File: config.mk
export PLATFORM = sky130hd
export DESIGN_NAME = stack_unit_flat
export DESIGN_NICKNAME = d
export VERILOG_FILES = /design/src/rtl/stack_unit_if.sv /design/src/rtl/stack_unit.sv /design/src/flat_wrapper.sv
export SDC_FILE = /design/constraint.sdc
export NUM_CORES = 1
export LEC_CHECK = 0
export ABC_AREA = 1
export CAP_MARGIN = 40
export CORE_MARGIN = 2
export CORE_UTILIZATION = 60
export CTS_CLUSTER_SIZE = 10
export DETAILED_ROUTE_END_ITERATION = 8
export HOLD_SLACK_MARGIN = 0.02
export PLACE_DENSITY_LB_ADDON = 0.08
export REMOVE_ABC_BUFFERS = 1
export SLEW_MARGIN = 10
export SYNTH_ARGS = -nofsm -noshare
export SYNTH_HDL_FRONTEND = slang
export SYNTH_SLANG_ARGS = --single-unit
export TNS_END_PERCENT = 5
File: constraint.sdc
create_clock -name clk_i -period 5.4 [get_ports clk_i]
set_input_delay 1.62 -clock clk_i [delete_from_list [all_inputs] [get_ports clk_i]]
set_output_delay 1.62 -clock clk_i [all_outputs]
set_load 0.01 [all_outputs]
File: src/rtl/stack_unit_if.sv
// Bundle of control inputs and status outputs for stack_unit.
// The master drives push/pop/data_in and reads back the top-of-stack and status flags.
interface stack_unit_if #(
  parameter int unsigned WIDTH  = 10,
  parameter int unsigned NWORDS = 16
);
  localparam int unsigned CW = $clog2(NWORDS + 1);

  logic             push;
  logic             pop;
  logic             irq_frame;
  logic             adj_en;
  logic             clr_err;
  logic [WIDTH-1:0] data_in;
  logic [WIDTH-1:0] data_out;
  logic             top_irq;
  logic [CW-1:0]    count;
  logic [CW-1:0]    irq_nest;
  logic             full;
  logic             empty;
  logic             overflow;
  logic             underflow;

  modport master (
    output push, pop, irq_frame, adj_en, clr_err, data_in,
    input  data_out, top_irq, count, irq_nest, full, empty, overflow, underflow
  );

  modport slave (
    input  push, pop, irq_frame, adj_en, clr_err, data_in,
    output data_out, top_irq, count, irq_nest, full, empty, overflow, underflow
  );
endinterface

File: src/rtl/stack_unit.sv
// Call/return stack with interrupt-frame tagging, replace-top (push+pop) and sticky
// overflow/underflow flags. The top entry is presented combinationally.
module stack_unit #(
  parameter int unsigned WIDTH  = 10,
  parameter int unsigned NWORDS = 16,
  parameter int unsigned ADJ    = 1
) (
  input  logic        clk_i,
  input  logic        rst_ni,
  stack_unit_if.slave bus_io
);
  localparam int unsigned CW = $clog2(NWORDS + 1);
  localparam int unsigned AW = (NWORDS > 1) ? $clog2(NWORDS) : 1;

  typedef logic [WIDTH:0] entry_t;  // {tag, data}

  entry_t        mem_q [NWORDS];
  logic [CW-1:0] sp_q, sp_d;
  logic [CW-1:0] nest_q, nest_d;
  logic          ovf_q, ovf_d;
  logic          unf_q, unf_d;

  logic          full, empty;
  logic          replace, push_acc, pop_acc, ovf_evt, unf_evt, we;
  logic [AW-1:0] top_idx, wr_idx;
  entry_t        top_entry, wr_entry;
  logic          top_tag;

  assign empty     = (sp_q == '0);
  assign full      = (sp_q == CW'(NWORDS));
  assign top_idx   = AW'(sp_q - CW'(1));
  assign top_entry = mem_q[top_idx];
  assign top_tag   = top_entry[WIDTH];

  always_comb begin
    // push+pop on an empty stack degrades to a plain push
    replace  = bus_io.push & bus_io.pop & ~empty;
    push_acc = bus_io.push & ~replace & ~full;
    pop_acc  = bus_io.pop & ~bus_io.push & ~empty;
    ovf_evt  = bus_io.push & ~replace & full;
    unf_evt  = bus_io.pop & ~bus_io.push & empty;
    we       = push_acc | replace;
    wr_idx   = replace ? top_idx : AW'(sp_q);
    wr_entry = {bus_io.irq_frame, bus_io.data_in};

    sp_d = sp_q;
    if (push_acc) begin
      sp_d = sp_q + CW'(1);
    end else if (pop_acc) begin
      sp_d = sp_q - CW'(1);
    end

    nest_d = nest_q + CW'(we & bus_io.irq_frame) - CW'((pop_acc | replace) & top_tag);
    ovf_d  = ovf_evt | (ovf_q & ~bus_io.clr_err);
    unf_d  = unf_evt | (unf_q & ~bus_io.clr_err);
  end

  always_ff @(posedge clk_i or negedge rst_ni) begin
    if (!rst_ni) begin
      sp_q   <= '0;
      nest_q <= '0;
      ovf_q  <= 1'b0;
      unf_q  <= 1'b0;
    end else begin
      sp_q   <= sp_d;
      nest_q <= nest_d;
      ovf_q  <= ovf_d;
      unf_q  <= unf_d;
    end
  end

  // Storage is intentionally not reset; sp_q alone defines validity.
  always_ff @(posedge clk_i) begin
    if (we) begin
      mem_q[wr_idx] <= wr_entry;
    end
  end

  always_comb begin
    bus_io.data_out = '0;
    bus_io.top_irq  = 1'b0;
    if (!empty) begin
      bus_io.top_irq  = top_tag;
      bus_io.data_out = top_entry[WIDTH-1:0]
                        - ((top_tag & bus_io.adj_en) ? WIDTH'(ADJ) : WIDTH'(0));
    end
  end

  assign bus_io.count     = sp_q;
  assign bus_io.irq_nest  = nest_q;
  assign bus_io.full      = full;
  assign bus_io.empty     = empty;
  assign bus_io.overflow  = ovf_q;
  assign bus_io.underflow = unf_q;
endmodule

File: src/flat_wrapper.sv
// flat-port wrapper written by rule: the top's interface ports become plain ports
module stack_unit_flat 
#(
  parameter int unsigned WIDTH  = 10,
  parameter int unsigned NWORDS = 16,
  parameter int unsigned ADJ    = 1
)
  (clk_i, rst_ni, bus_io_push, bus_io_pop, bus_io_irq_frame, bus_io_adj_en, bus_io_clr_err, bus_io_data_in, bus_io_data_out, bus_io_top_irq, bus_io_count, bus_io_irq_nest, bus_io_full, bus_io_empty, bus_io_overflow, bus_io_underflow);
  stack_unit_if #(.WIDTH(WIDTH), .NWORDS(NWORDS)) bus_io_i ();
  input  logic clk_i;
  input  logic rst_ni;
  input wire logic [$bits(bus_io_i.push)-1:0] bus_io_push;
  input wire logic [$bits(bus_io_i.pop)-1:0] bus_io_pop;
  input wire logic [$bits(bus_io_i.irq_frame)-1:0] bus_io_irq_frame;
  input wire logic [$bits(bus_io_i.adj_en)-1:0] bus_io_adj_en;
  input wire logic [$bits(bus_io_i.clr_err)-1:0] bus_io_clr_err;
  input wire logic [$bits(bus_io_i.data_in)-1:0] bus_io_data_in;
  output wire logic [$bits(bus_io_i.data_out)-1:0] bus_io_data_out;
  output wire logic [$bits(bus_io_i.top_irq)-1:0] bus_io_top_irq;
  output wire logic [$bits(bus_io_i.count)-1:0] bus_io_count;
  output wire logic [$bits(bus_io_i.irq_nest)-1:0] bus_io_irq_nest;
  output wire logic [$bits(bus_io_i.full)-1:0] bus_io_full;
  output wire logic [$bits(bus_io_i.empty)-1:0] bus_io_empty;
  output wire logic [$bits(bus_io_i.overflow)-1:0] bus_io_overflow;
  output wire logic [$bits(bus_io_i.underflow)-1:0] bus_io_underflow;
  assign bus_io_i.push = bus_io_push;
  assign bus_io_i.pop = bus_io_pop;
  assign bus_io_i.irq_frame = bus_io_irq_frame;
  assign bus_io_i.adj_en = bus_io_adj_en;
  assign bus_io_i.clr_err = bus_io_clr_err;
  assign bus_io_i.data_in = bus_io_data_in;
  assign bus_io_data_out = bus_io_i.data_out;
  assign bus_io_top_irq = bus_io_i.top_irq;
  assign bus_io_count = bus_io_i.count;
  assign bus_io_irq_nest = bus_io_i.irq_nest;
  assign bus_io_full = bus_io_i.full;
  assign bus_io_empty = bus_io_i.empty;
  assign bus_io_overflow = bus_io_i.overflow;
  assign bus_io_underflow = bus_io_i.underflow;
  stack_unit #(.WIDTH(WIDTH), .NWORDS(NWORDS), .ADJ(ADJ)) u_core (.clk_i(clk_i), .rst_ni(rst_ni), .bus_io(bus_io_i));
endmodule
Word-level counts from Yosys, hierarchy flattened

Memory sizes are Yosys's and may differ from the RTL's.
Index checks and enable logic that the tools add are counted.

Register bits after elaboration: 12
Memory bits (writable): 176
Input port bits: 17
Memories kept: 1

Memory list:

| name         | depth | bits a word | rd ports | clocked after Yosys merged registers in | write ports | line             | text |
|---|---|---|---|---|---|---|---|
| u_core.mem_q | 16    | 11          | 1        | 0                                       | 1           | stack_unit.sv:17 | `entry_t mem_q [NWORDS];` |

Add/subtract/negate cells: 5
Equality and inequality tests: 1
Multiplexer cells: 8
Bitwise logic cells: 22
Reductions and logical operators: 2

Operators with widths:

| kind                  | number |
|---|---|
| $and A1 B1 Y1         | 12 |
| $mux W10              | 1 |
| $mux W5               | 2 |
| $sub A10 B10 Y10      | 1 |
| $add A5 B1 Y5 const B | 1 |
| $add A5 B5 Y5         | 1 |
| $and A5 B1 Y5         | 1 |
| $eq A5 B5 Y1 const B  | 1 |
| $logic_not A5 Y1      | 1 |
| $not A1 Y1            | 5 |
| $sub A5 B1 Y5 const B | 1 |
| $sub A5 B5 Y5         | 1 |
| $mux W1               | 4 |
| $mux W4               | 1 |
| $or A1 B1 Y1          | 4 |
| $reduce_bool A2 Y1    | 1 |

Depth between registers and ports, before layout

Gate-level depths: netlist (run 1).

Depth after elaboration: 10
Mapped depth: 23

Worst setup path before layout (run 1)

OpenSTA, ideal clock, no wires.

Path kind: flip-flop to output port
Start point: reg u_core.sp_q[0] (netlist: u_core.bus_io.count[0])
End point: out bus_io_data_out[8]
Data arrival time: 3316 ps
Data required time: 3780 ps
Slack: 464 ps
Cell stages (with the launch flop): 21
Path buffers: 6
Path through: dfrtp_1 > inv_2 > buf_4 > buf_2 > buf_2 > ha_1 > buf_2 > inv_2 > buf_2 > buf_4 > a21oi_1 > a32o_1 > o211ai_1 > nand2_1 > nor2_1 > ha_1 > ha_1 > nand3_2 > nor2_2 > nor2_1 > nor2_1

Word-level cells in the longest chain between the ends: 6
Elaborated cells between the ends (all ways): 7
Those cells by class: 2 x add/sub; 2 x mux; 1 x bitwise; 1 x reduce/logical; 1 x memory

RTL lines:

| what                     | line               | text |
|---|---|---|
| start: declaration       | stack_unit.sv:18   | `logic [CW-1:0] sp_q, sp_d;` |
| start signal: assignment | stack_unit.sv:65   | `sp_q <= sp_d;` |
| $sub A5 B1 Y5            | stack_unit.sv:31   | `assign top_idx = AW'(sp_q - CW'(1));` |
| $mem_v2 Z16 W11          | n/a                |  |
| $and A1 B1 Y1            | stack_unit.sv:85   | `- ((top_tag & bus_io.adj_en) ? WIDTH'(ADJ) : WIDTH'(0));` |
| $mux W1                  | stack_unit.sv:85   |  |
| $sub A10 B10 Y10         | stack_unit.sv:85   |  |
| $mux W10 (*)             | stack_unit.sv:82   | `if (!empty) begin` |
| end: declaration         | flat_wrapper.sv:18 | `output wire logic [$bits(bus_io_i.data_out)-1:0] bus_io_data_out;` |

Mark *: on every way between the ends. The rest lies on a longest branch, timed or not.

Worst setup path after layout (run 1)

Start point: in bus_io_adj_en
End point: out bus_io_data_out[9]

Word-level cells in the longest chain between the ends: 4

RTL lines:

| what               | line               | text |
|---|---|---|
| start: declaration | flat_wrapper.sv:15 | `input wire logic [$bits(bus_io_i.adj_en)-1:0] bus_io_adj_en;` |
| $and A1 B1 Y1      | stack_unit.sv:85   |  |
| $mux W1            | stack_unit.sv:85   |  |
| $sub A10 B10 Y10   | stack_unit.sv:85   |  |
| $mux W10           | stack_unit.sv:82   |  |

Every way passes these cells.

==> qor.yml, run 1 <==
cp.arrival_ps: 3620
fin_util_pct: 71.59
grt_use_total_pct: 28.01
r2r-start: "u_core.bus_io.count[1]$_DFFE_PN0P_"
wl_um: 20340
cts_root_buf: "clkbuf_16"
yosys-top-cells-area: "edfxtp_1 (63%), nand2_1 (10%), nand3_1 (4.8%)"
timing.rr.end: "u_core.bus_io.irq_nest[4]$_DFF_PN0_"
netlist_area_sq_um: 8454
yosysTopAreaCell: "edfxtp_1"
port_buffers: 41
synth.top_cell.area_share_pct: 62.51
grt_pass1_wl_um: 30570
dieArea_sq_um: 15060
gp_congestion: 0.8576
die_height_um: 122.7
crit_path_top_delay_cell: "clkdlybuf4s50_1"
cts_buffers: 17
worst_pin_slew_ps: 623.8
path_cells: "clkdlybuf4s50_1 -> inv_1 -> nor2_2 -> ha_1 -> inv_1 -> nor2_1 -> nand2_2 -> nor2_4 -> a21oi_1 -> nor2_1 -> clkdlybuf4s50_1"
start_kind: "input port"
p_sw_share_pct: 42.79
whs_ps: 515.6
clock-sinks: 188
setup_ws_ps: 155.8
slew_headroom_pct: 58.26
critical_path_class: "input port to output port"
tritoncts: "done"
synth_edf_count: 176
seq_area_sq_um: 5589
area_growth_pct: 17.08
finClkSkew_ps: 10.92
finalSetupViolations: 0
p_sw_w: 0.002972
r2r_cells: 16
ys_seq_elements: 188
drtIter0Drc: 654
pwr_density_cell_nw_per_um2: 701.6
die_w_um: 122.7
num-fill-cells: 952
critPathCaptureType: "output port"
period_share_pct: 97.11
yosys_most_used_dff: "edfxtp_1"
place_ws_ps: 175.8
nets: 893
finalCriticalPeriod_ps: 5244
p_seq_share_pct: 27.3
syn_inst: 806
power.internal_w: 0.003973
clk_pin_slew_ps: 70
grt_overflow: 0
hold_class: "flop to flop"
fin_cells: 1058
ys_types: 34
antenna_found_initial: 0
synth-async-reset-ratio_pct: 6.383
drc: 0
p_leak_nw: 4.044
fin_setup_tns_ps: 0
drv_cap: 0
clock.fmax_ghz: 0.1907
drive_gt1_share_pct: 10.59
yosys_warnings: 0
dp_cells: 1021
cp-startpoint: "bus_io_adj_en"
grt_pass1_vias: 5675
syn_avg_cell_area_sq_um: 10.49
antenna_left: 0
cpPeakStageDelay_ps: 540
peakVddDrop_mv: 0.3207
coreArea_sq_um: 13830
cts_buffer_depth: 2
antenna_cells: 0
critPathMaxFanout: 6
cp-endpoint: "bus_io_data_out[9]"
yosysSeqAreaShare_pct: 66.06
outcome: "completed"
htreeDepth: 4
slew_violations: 0
start_util_pct: 61.14
worstSkewPairLatency_ps: 430
required_ps: 3780
rows: 43
via_per_inst: 5.751
p_clk_share_pct: 17.5
dr.pass1.iters: 5
combinationalPowerShare_pct: 55.2
ctsHoldBuffers: 0
ios: 42
grt_max_degree: 66
hold_viol: 0
avgRoutedWirePerCell_um: 19.22
r2r_slack_ps: 2130
hpwl_um: 12590
vias: 6085
multi_input_area_sq_um: 2391
rsz0062_at_grt: "true"
-- synthesized netlist by cell type, types with 2 or more instances --
cell	n
xor2_1	7
dfrtp_1	12
nand3_1	81
o221ai_1	2
nand3_2	3
buf_6	2
o21ai_0	32
nand2_2	3
ha_1	10
buf_2	18
o211ai_1	2
buf_4	7
or2_2	2
o22ai_1	4
nor2_4	2
edfxtp_1	176
xnor2_1	2
a21oi_1	23
inv_2	4
nor2_2	3
nor2_1	70
a22oi_1	8
clkbuf_1	7
nand2_1	229
inv_1	88
-- how the worst min path moves through the flow --
stage,slack [ps],startpoint,to,cells past startpoint
after detailed placement,510,u_core.bus_io.count[4]$_DFFE_PN0P_,u_core.bus_io.count[4]$_DFFE_PN0P_,1
after floorplan,540,u_core.bus_io.count[4]$_DFFE_PN0P_,u_core.bus_io.count[4]$_DFFE_PN0P_,1
after CTS,520,u_core.bus_io.count[4]$_DFFE_PN0P_,u_core.bus_io.count[4]$_DFFE_PN0P_,1
final,520,u_core.bus_io.count[4]$_DFFE_PN0P_,u_core.bus_io.count[4]$_DFFE_PN0P_,1
after global routing,550,u_core.bus_io.count[4]$_DFFE_PN0P_,u_core.bus_io.count[4]$_DFFE_PN0P_,1
after global placement,510,u_core.bus_io.count[4]$_DFFE_PN0P_,u_core.bus_io.count[4]$_DFFE_PN0P_,1
-- kinds of logic (layout without fill, tap and decap cells) --
group | after synthesis | count (layout) | synth area share [%]
DFF | 188 | 188 | 66.06
and+or+nand+nor | 394 | 394 | 19.49
adders and majority gates | 11 | 11 | 1.717
xor gates and xnor gates | 11 | 11 | 1.317
AOI/OAI and AO/OA | 75 | 75 | 5.017
buffers and inverters | 127 | 199 | 6.393
-- sequential cells by signal, summed over array words and instances (netlist names) --
name and cells:
u_core.bus_io.overflow 1, u_core.mem_q 176, u_core.bus_io.count 5, u_core.bus_io.irq_nest 5, u_core.bus_io.underflow 1
-- timing repair --
item                                   4_1_cts  5_1_grt
gates cloned                                 1        1
endpoints found under the hold margin        0        0
buffers inserted                             0        3
resized for setup                            9       20
setup endpoints to repair                    9        9
pin swaps                                    0        3
-- area by class of cell --
cell class | instances | share of cell area (%)
Clock inverter | 7 | 0.4930
Sequential cell | 188 | 56.47
Timing Repair Buffer | 75 | 7.546
Inverter | 92 | 3.615
Tap cell | 180 | 2.275
Clock buffer | 25 | 5.448
Multi-Input combinational cell | 491 | 24.16
-- power by group through the flow --
stage / Sequential (W) / Clock [W] / Combinational, W
2_1_floorplan: 0.00198 / 0 / 0.00199
3_3_place_gp: 0.00191 / 0 / 0.00339
3_5_place_dp: 0.00192 / 0 / 0.00348
4_1_cts: 0.00189 / 0.00122 / 0.00366
5_1_grt: 0.00191 / 0.00128 / 0.00416
6_report: 0.00190 / 0.00122 / 0.00383
-- routing by layer --
metal,part of all wire (%),vias up,track usage [%]
li1,-,2805,-
met1,40,2924,37.98
met2,49,315,44.58
met3,8.6,41,5.901
met4,2.4,0,11.14
met5,0,-,0
-- placed cells by master (no fill, tap or decap), drive strengths merged, types with 10 or more instances in the layout --
| cell type | Yosys | routed |
|---|---|---|
| nand2 | 232 | 232 |
| nand3 | 85 | 85 |
| o21ai | 33 | 33 |
| ha | 10 | 10 |
| inv | 92 | 95 |
| edfxtp | 176 | 176 |
| nor2 | 75 | 75 |
| clkdlybuf4s50 | 0 | 38 |
| dfrtp | 12 | 12 |
| buf | 28 | 31 |
| a21oi | 23 | 23 |
| clkbuf | 7 | 27 |
-- worst max-delay path: cells and delay by family --
family | cells | cell delay (ps)
compound gates | 1 | 100
fa+ha+maj | 1 | 170
simple gates | 5 | 640
buf+inv | 4 | 1100
-- through the flow --
step / total power, W / instance area, sq um
after floorplan: 0.003979 / 8259
after global placement: 0.005300 / 9126
after detailed placement: 0.005392 / 9126
after CTS: 0.006772 / 9793
after global routing: 0.007353 / 9898
final: 0.006945 / 9898
No activity file was read; power rests on OpenSTA's default activity.
==> run 2: changes to the inputs <==
Settings changed: GPL_TIMING_DRIVEN set to 0.
==> run 2 against run 1 <==
Net effect:
- critical path depth is 5 higher
- clock power is 5% higher
- fmax is 2.2% lower
- register-to-register slack worse by 270 ps
- first-iteration DRC count is 26% higher
- total power is 1.6% higher
- worst setup slack worse by 120 ps
- die area stayed put
- global-route usage is 1.2 points higher
- sequential share of layout area is 0.57 points lower
- critical path type is now flop to output port
- highest routed layer unchanged
==> qor.yml, run 2 (synthesis results as in run 1) <==
nets: 885  # was 893
antenna_found_initial: 0  # unchanged
die_w_um: 122.7  # unchanged
grt_overflow: 0  # unchanged
drc: 0  # unchanged
die_height_um: 122.7  # unchanged
htreeDepth: 4  # unchanged
drtIter0Drc: 823  # was 654
path_cells: "inv_16 -> ha_4 -> buf_12 -> inv_16 -> a21oi_1 -> a32o_1 -> o211ai_1 -> nand2_2 -> nor2_1 -> ha_2 -> ha_2 -> nand3_2 -> nor2_2 -> nor2_1 -> nor2_1 -> clkdlybuf4s15_1"  # was clkdlybuf4s50_1 -> inv_1 -> nor2_2 -> ha_1 -> inv_1 -> nor2_1 -> nand2_2 -> nor2_4 -> a21oi_1 -> nor2_1 -> clkdlybuf4s50_1
grt_pass1_wl_um: 31190  # was 30570 um
cp.arrival_ps: 3740  # was 3620 ps
cts_buffers: 17  # unchanged
crit_path_top_delay_cell: "dfrtp_4"  # was clkdlybuf4s50_1
clock-sinks: 188  # unchanged
clk_pin_slew_ps: 70  # about the same
top_register: "u_core.mem_q"  # unchanged
p_seq_share_pct: 27.2  # was 27.3%
wl_um: 21410  # was 20340 um
drv_cap: 0  # unchanged
outcome: "completed"  # unchanged
cts_buffer_depth: 2  # unchanged
drive_gt1_share_pct: 11.16  # was 10.59%
tritoncts: "done"  # unchanged
antenna_left: 0  # unchanged
worst_pin_slew_ps: 933.0  # was 623.8 ps
antenna_cells: 0  # unchanged
cts_root_buf: "clkbuf_16"  # unchanged
p_clk_share_pct: 18.2  # was 17.5%
final_cell_mix: "nand2_1 (226), edfxtp_1 (176), inv_1 (87), nand3_1 (81), nor2_1 (56)"  # was nand2_1 (227), edfxtp_1 (176), inv_1 (87), nand3_1 (81), nor2_1 (69)
place_ws_ps: -1177  # was 175.8 ps
hpwl_um: 12080  # was 12590 um
r2r_cells: 16  # unchanged
required_ps: 3780  # about the same
worstSkewPairLatency_ps: 430  # about the same
rows: 43  # unchanged
slew_violations: 0  # unchanged
period_share_pct: 99.34  # was 97.11%
coreArea_sq_um: 13830  # unchanged
grt_pass1_vias: 5602  # was 5675
clock.fmax_ghz: 0.1864  # was 0.1907 GHz
whs_ps: 545.7  # was 515.6 ps
finalCriticalPeriod_ps: 5365  # was 5244 ps
area_growth_pct: 18.31  # was 17.08%
final_common_cell: "nand2_1"  # unchanged
p_sw_w: 0.003059  # was 0.002972 W
hold_class: "flop to flop"  # unchanged
peakVddDrop_mv: 0.3791  # was 0.3207 mV
dieArea_sq_um: 15060  # unchanged
critical_path_class: "flop to output port"  # was input port to output port
ios: 42  # unchanged
combinationalPowerShare_pct: 54.6  # was 55.2%
gp_congestion: 0.8482  # was 0.8576
grt_use_total_pct: 29.21  # was 28.01%
dr.pass1.iters: 8  # was 5
pwr_density_cell_nw_per_um2: 705.5  # was 701.6 nW/um^2
avgRoutedWirePerCell_um: 20.41  # was 19.22 um
p_leak_nw: 4.028  # was 4.044 nW
via_per_inst: 5.900  # was 5.751
p_sw_share_pct: 43.34  # was 42.79%
critPathCaptureType: "output port"  # unchanged
critPathMaxFanout: 19  # was 6
hold_depth: 2  # was 1
hold_viol: 0  # unchanged
vias: 6189  # was 6085
cpPeakStageDelay_ps: 560  # was 540 ps
largest_reg_flops: 176  # unchanged
slew_headroom_pct: 37.73  # was 58.26%
finalSetupViolations: 0  # unchanged
power.internal_w: 0.003998  # was 0.003973 W
grt_max_degree: 68  # was 66
finClkSkew_ps: 6.783  # was 10.92 ps
start_kind: "flop"  # was input port
port_buffers: 41  # unchanged
dp_cells: 1006  # was 1021
fin_cells: 1049  # was 1058
rsz0062_at_grt: "true"  # unchanged
start_util_pct: 61.14  # unchanged
cpMostUsedCell: "nor2_1"
setup_ws_ps: 35.45  # was 155.8 ps
run 2: cell count changes in the layout (fill, tap and decap cells not counted), sizes merged, moves of 4 or more:
| cell | delta |
|---|---|
| clkdlybuf4s50 | -4 |
| dlygate4sd2 | +4 |
| clkbuf | -8 |
| bufinv | +4 |
| buf | -11 |
| clkinv | +4 |
run 2: path summary, 6_finish.rpt:
check	start	endpoint	slack, ps
worst min-delay path	u_core.bus_io.underflow$_DFF_PN0_	u_core.bus_io.underflow$_DFF_PN0_	550
min in group asynchronous	rst_ni	u_core.bus_io.underflow$_DFF_PN0_	1540
worst max-delay path	u_core.bus_io.count[0]$_DFFE_PN0P_	bus_io_data_out[8]	40
worst max register to register	u_core.bus_io.count[0]$_DFFE_PN0P_	u_core.bus_io.irq_nest[4]$_DFF_PN0_	1860
max in group asynchronous	rst_ni	u_core.bus_io.count[0]$_DFFE_PN0P_	3460
worst min register to register	u_core.bus_io.underflow$_DFF_PN0_	u_core.bus_io.underflow$_DFF_PN0_	550
run 2: final cells by class:
type | count | area, sq um
sequential | 188 | 5590
fill | 918 | 3825
multi-input combinational | 492 | 2440
timing repair buffer | 63 | 740.7
clock buffer | 18 | 429.2
inverter | 92 | 377.9
tap | 180 | 225.2
clock inverter | 13 | 172.7
timing repair inverter | 3 | 26.28
run 2: through the flow:
stage               setup TNS (ps)  total power, W  utilization, %  instance area [sq um]
global route                -44.32        0.007442           72.34                  10000
finish                           0        0.007057           72.34                  10000
floorplan                   -88900        0.003979               -                   8259
CTS                         -18.36        0.006933           71.95                   9948
global placement           -824210        0.005194           64.33                   8895
detailed placement          -10540        0.005432           66.45                   9188
run 2: routing by layer:
| layer | global-route usage (%) | up-vias | wire [um] |
|---|---|---|---|
| li1 | - | 2792 | - |
| met1 | 40.15 | 2939 | 8431 |
| met2 | 44.16 | 396 | 9934 |
| met3 | 5.437 | 62 | 2212 |
| met4 | 16.24 | 0 | 833 |
| met5 | 0 | - | 0 |
run 2: critical path: cells and delay by family (launching register included):
family / cells / cell delay, ps
simple gates: 6 / 850
buf+inv: 4 / 670
fa+ha+maj: 3 / 610
compound gates: 3 / 570
flops: 1 / 560
run 2: power groups by stage:
stage | Combinational (W) | Clock (W) | Sequential (W)
finish | 0.00385 | 0.00128 | 0.00192
detailed placement | 0.00347 | 0 | 0.00196
global placement | 0.00317 | 0 | 0.00202
floorplan | 0.00199 | 0 | 0.00198
global route | 0.00417 | 0.00134 | 0.00193
CTS | 0.00373 | 0.00129 | 0.00191
run 2: timing repair:
item / 4_1_cts / 5_1_grt
pin swaps: 3 / 1
endpoints found under the setup margin: 11 / 9
hold buffers: 0 / 0
gates resized for setup: 22 / 7
gates cloned: 4 / 2
setup buffers: 5 / 1
==> run 3: changes to the inputs <==
Settings changed: CORE_UTILIZATION 60 to 54, REMOVE_ABC_BUFFERS 1 to not set.
Clock period 5.4 ns to 4.77 ns, I/O delays scaled along.
==> run 3 against run 2 <==
Net effect:
- combinational power is 21% higher
- final area is 1.9% higher
- routed wire length is 2.0% higher
- the flow now finishes with violations (design-rule violations)
- register-to-register slack worse by 340 ps
- highest routed layer unchanged
- critical path depth is 2 higher
- count of clock-buffer cells in the layout is 1 higher
- worst setup slack better by 18 ps
- die area is 11% higher
==> qor.yml, run 3 (synthesis results as in run 1) <==
outcome: "finished, violations left"  # was completed
violations: "design-rule violations"
drv_cap: 0  # unchanged
cts_buffer_depth: 2  # unchanged
cts_buffers: 17  # unchanged
vias: 6116  # was 6189
die_w_um: 129.1  # was 122.7 um
drtIter0Drc: 619  # was 823
critical_path_class: "flop to output port"  # unchanged
gp_congestion: 0.8367  # was 0.8482
syn-num-nets: 834
cp-startpoint: "u_core.bus_io.count[0]$_DFFE_PN0P_"  # unchanged
start_util_pct: 55.41  # was 61.14%
final_common_cell: "nand2_1"  # unchanged
start_kind: "flop"  # unchanged
period_share_pct: 98.88
cts_root_buf: "clkbuf_16"  # unchanged
coreArea_sq_um: 15260  # was 13830 sq um
cp.arrival_ps: 3290  # was 3740 ps
clock.fmax_ghz: 0.2120
finClkSkew_ps: 5.103  # was 6.783 ps
finalCriticalPeriod_ps: 4717
dr.pass1.iters: 9  # was 8
finalSetupViolations: 0  # unchanged
drc: 1  # was 0
grt_use_total_pct: 26.73  # was 29.21%
tritoncts: "done"  # unchanged
slew_violations: 0  # unchanged
hold_class: "flop to flop"  # unchanged
cpMostUsedCell: "nor2_1"  # unchanged
worstSkewPairLatency_ps: 440  # was 430 ps
crit_path_top_delay_cell: "ha_4"  # was dfrtp_4
nets: 921  # was 885
worst_pin_slew_ps: 923.0  # was 933.0 ps
p_leak_nw: 4.114  # was 4.028 nW
hold_start: "u_core.bus_io.underflow$_DFF_PN0_"  # unchanged
grt_pass1_vias: 5758  # was 5602
r2r-start: "u_core.bus_io.count[0]$_DFFE_PN0P_"  # unchanged
antenna_cells: 0  # unchanged
place_ws_ps: -1585  # was -1177 ps
antenna_left: 0  # unchanged
hold_viol: 0  # unchanged
dieArea_sq_um: 16670  # was 15060 sq um
rows: 45  # was 43
hold_depth: 2  # unchanged
grt_max_degree: 19  # was 68
port_buffers: 41  # unchanged
antenna_found_initial: 0  # unchanged
clk_pin_slew_ps: 60  # was 70 ps
ctsHoldBuffers: 0  # unchanged
grt_overflow: 0  # unchanged
slew_headroom_pct: 38.40  # was 37.73%
drive_gt1_share_pct: 16.80  # was 11.16%
hpwl_um: 13800  # was 12080 um
final_cell_mix: "nand2_1 (226), edfxtp_1 (176), inv_1 (86), nand3_1 (79), nor2_1 (51)"  # was nand2_1 (226), edfxtp_1 (176), inv_1 (87), nand3_1 (81), nor2_1 (56)
avgRoutedWirePerCell_um: 19.57  # was 20.41 um
ios: 42  # unchanged
top_register: "u_core.mem_q"  # unchanged
setup_ws_ps: 53.48  # was 35.45 ps
critPathMaxFanout: 6  # was 19
grt_pass1_wl_um: 32150  # was 31190 um
clock-sinks: 188  # unchanged
die_height_um: 129.1  # was 122.7 um
cpPeakStageDelay_ps: 400  # was 560 ps
fin_setup_tns_ps: 0  # unchanged
pwr_density_cell_nw_per_um2: 794.9  # was 705.5 nW/um^2
wl_um: 21840  # was 21410 um
area_growth_pct: 20.50  # was 18.31%
required_ps: 3340  # was 3780 ps
rsz0062_at_grt: "true"  # unchanged
via_per_inst: 5.480  # was 5.900
critPathCaptureType: "output port"  # unchanged
r2r_cells: 18  # was 16
path_cells: "inv_4 -> buf_12 -> ha_4 -> buf_12 -> a21oi_4 -> a22oi_2 -> nand2_1 -> o211ai_1 -> nand2_1 -> nor2_1 -> ha_2 -> buf_6 -> ha_4 -> nand3_4 -> nor2_2 -> nor2_1 -> nor2_1 -> buf_2"  # was inv_16 -> ha_4 -> buf_12 -> inv_16 -> a21oi_1 -> a32o_1 -> o211ai_1 -> nand2_2 -> nor2_1 -> ha_2 -> ha_2 -> nand3_2 -> nor2_2 -> nor2_1 -> nor2_1 -> clkdlybuf4s15_1
htreeDepth: 4  # unchanged
peakVddDrop_mv: 0.5276  # was 0.3791 mV
largest_reg_flops: 176  # unchanged
## run 3: repair_timing
item,in CTS,in global routing
endpoints found under the setup margin,12,10
resized for setup,77,37
pin swaps,13,19
buffers inserted,13,10
cloned,0,2
## run 3: area by class of cell
class	count	area, sq um
Buffer	26	190.2
Clock buffer	19	432.9
Clock inverter	12	98.84
Fill cell	1167	5071
Inverter	92	360.3
Multi-Input combinational cell	491	2524
Sequential cell	188	5587
Tap cell	211	264.0
Timing Repair Buffer	76	721.9
Timing Repair inverter	1	8.758
## run 3: through the flow
step           area [sq um]  power (W)  instances  hold WS, ps  utilization (%)
2_1_floorplan          8454   0.004679        806        539.9                -
6_report              10190   0.008098       1116        530.3            66.77
3_3_place_gp           9129   0.006079       1058        505.5            59.83
5_1_grt               10190   0.008601       1116        558.8            66.77
3_5_place_dp           9300   0.006213       1069        517.7            60.95
4_1_cts               10050   0.007793       1111        526.2            65.87
## run 3: worst max-delay path: cells and delay by family (launching register included)
family / cells / cell delay (ps)
adder cells (fa/ha/maj): 3 / 770
buffers and inverters: 5 / 630
AO/OA/AOI/OAI: 3 / 250
flip-flops: 1 / 380
AND/OR/NAND/NOR: 7 / 790
## run 3: path summary, 6_finish.rpt
| check | end | slack [ps] |
|---|---|---|
| worst max-delay path | bus_io_data_out[6] | 50 |
| worst min-delay path | u_core.bus_io.underflow$_DFF_PN0_ | 530 |
| worst max register to register | u_core.bus_io.irq_nest[4]$_DFF_PN0_ | 1520 |
| worst min register to register | u_core.bus_io.underflow$_DFF_PN0_ | 530 |
| max in group asynchronous | u_core.bus_io.count[0]$_DFFE_PN0P_ | 3040 |
| min in group asynchronous | u_core.bus_io.irq_nest[1]$_DFF_PN0_ | 1340 |
## run 3: metal layers
layer,global-route usage [%],part of all wire [%]
met1,36.65,42
met2,42.38,47
met3,5.161,7.5
met4,11.06,3.6
met5,0,0
## run 3: where the power goes
part           internal [W]  switching (W)  leakage (nW)
sequential          0.00204      0.0000815          1.74
clock              0.000711       0.000603         0.268
combinational       0.00178        0.00289          2.11
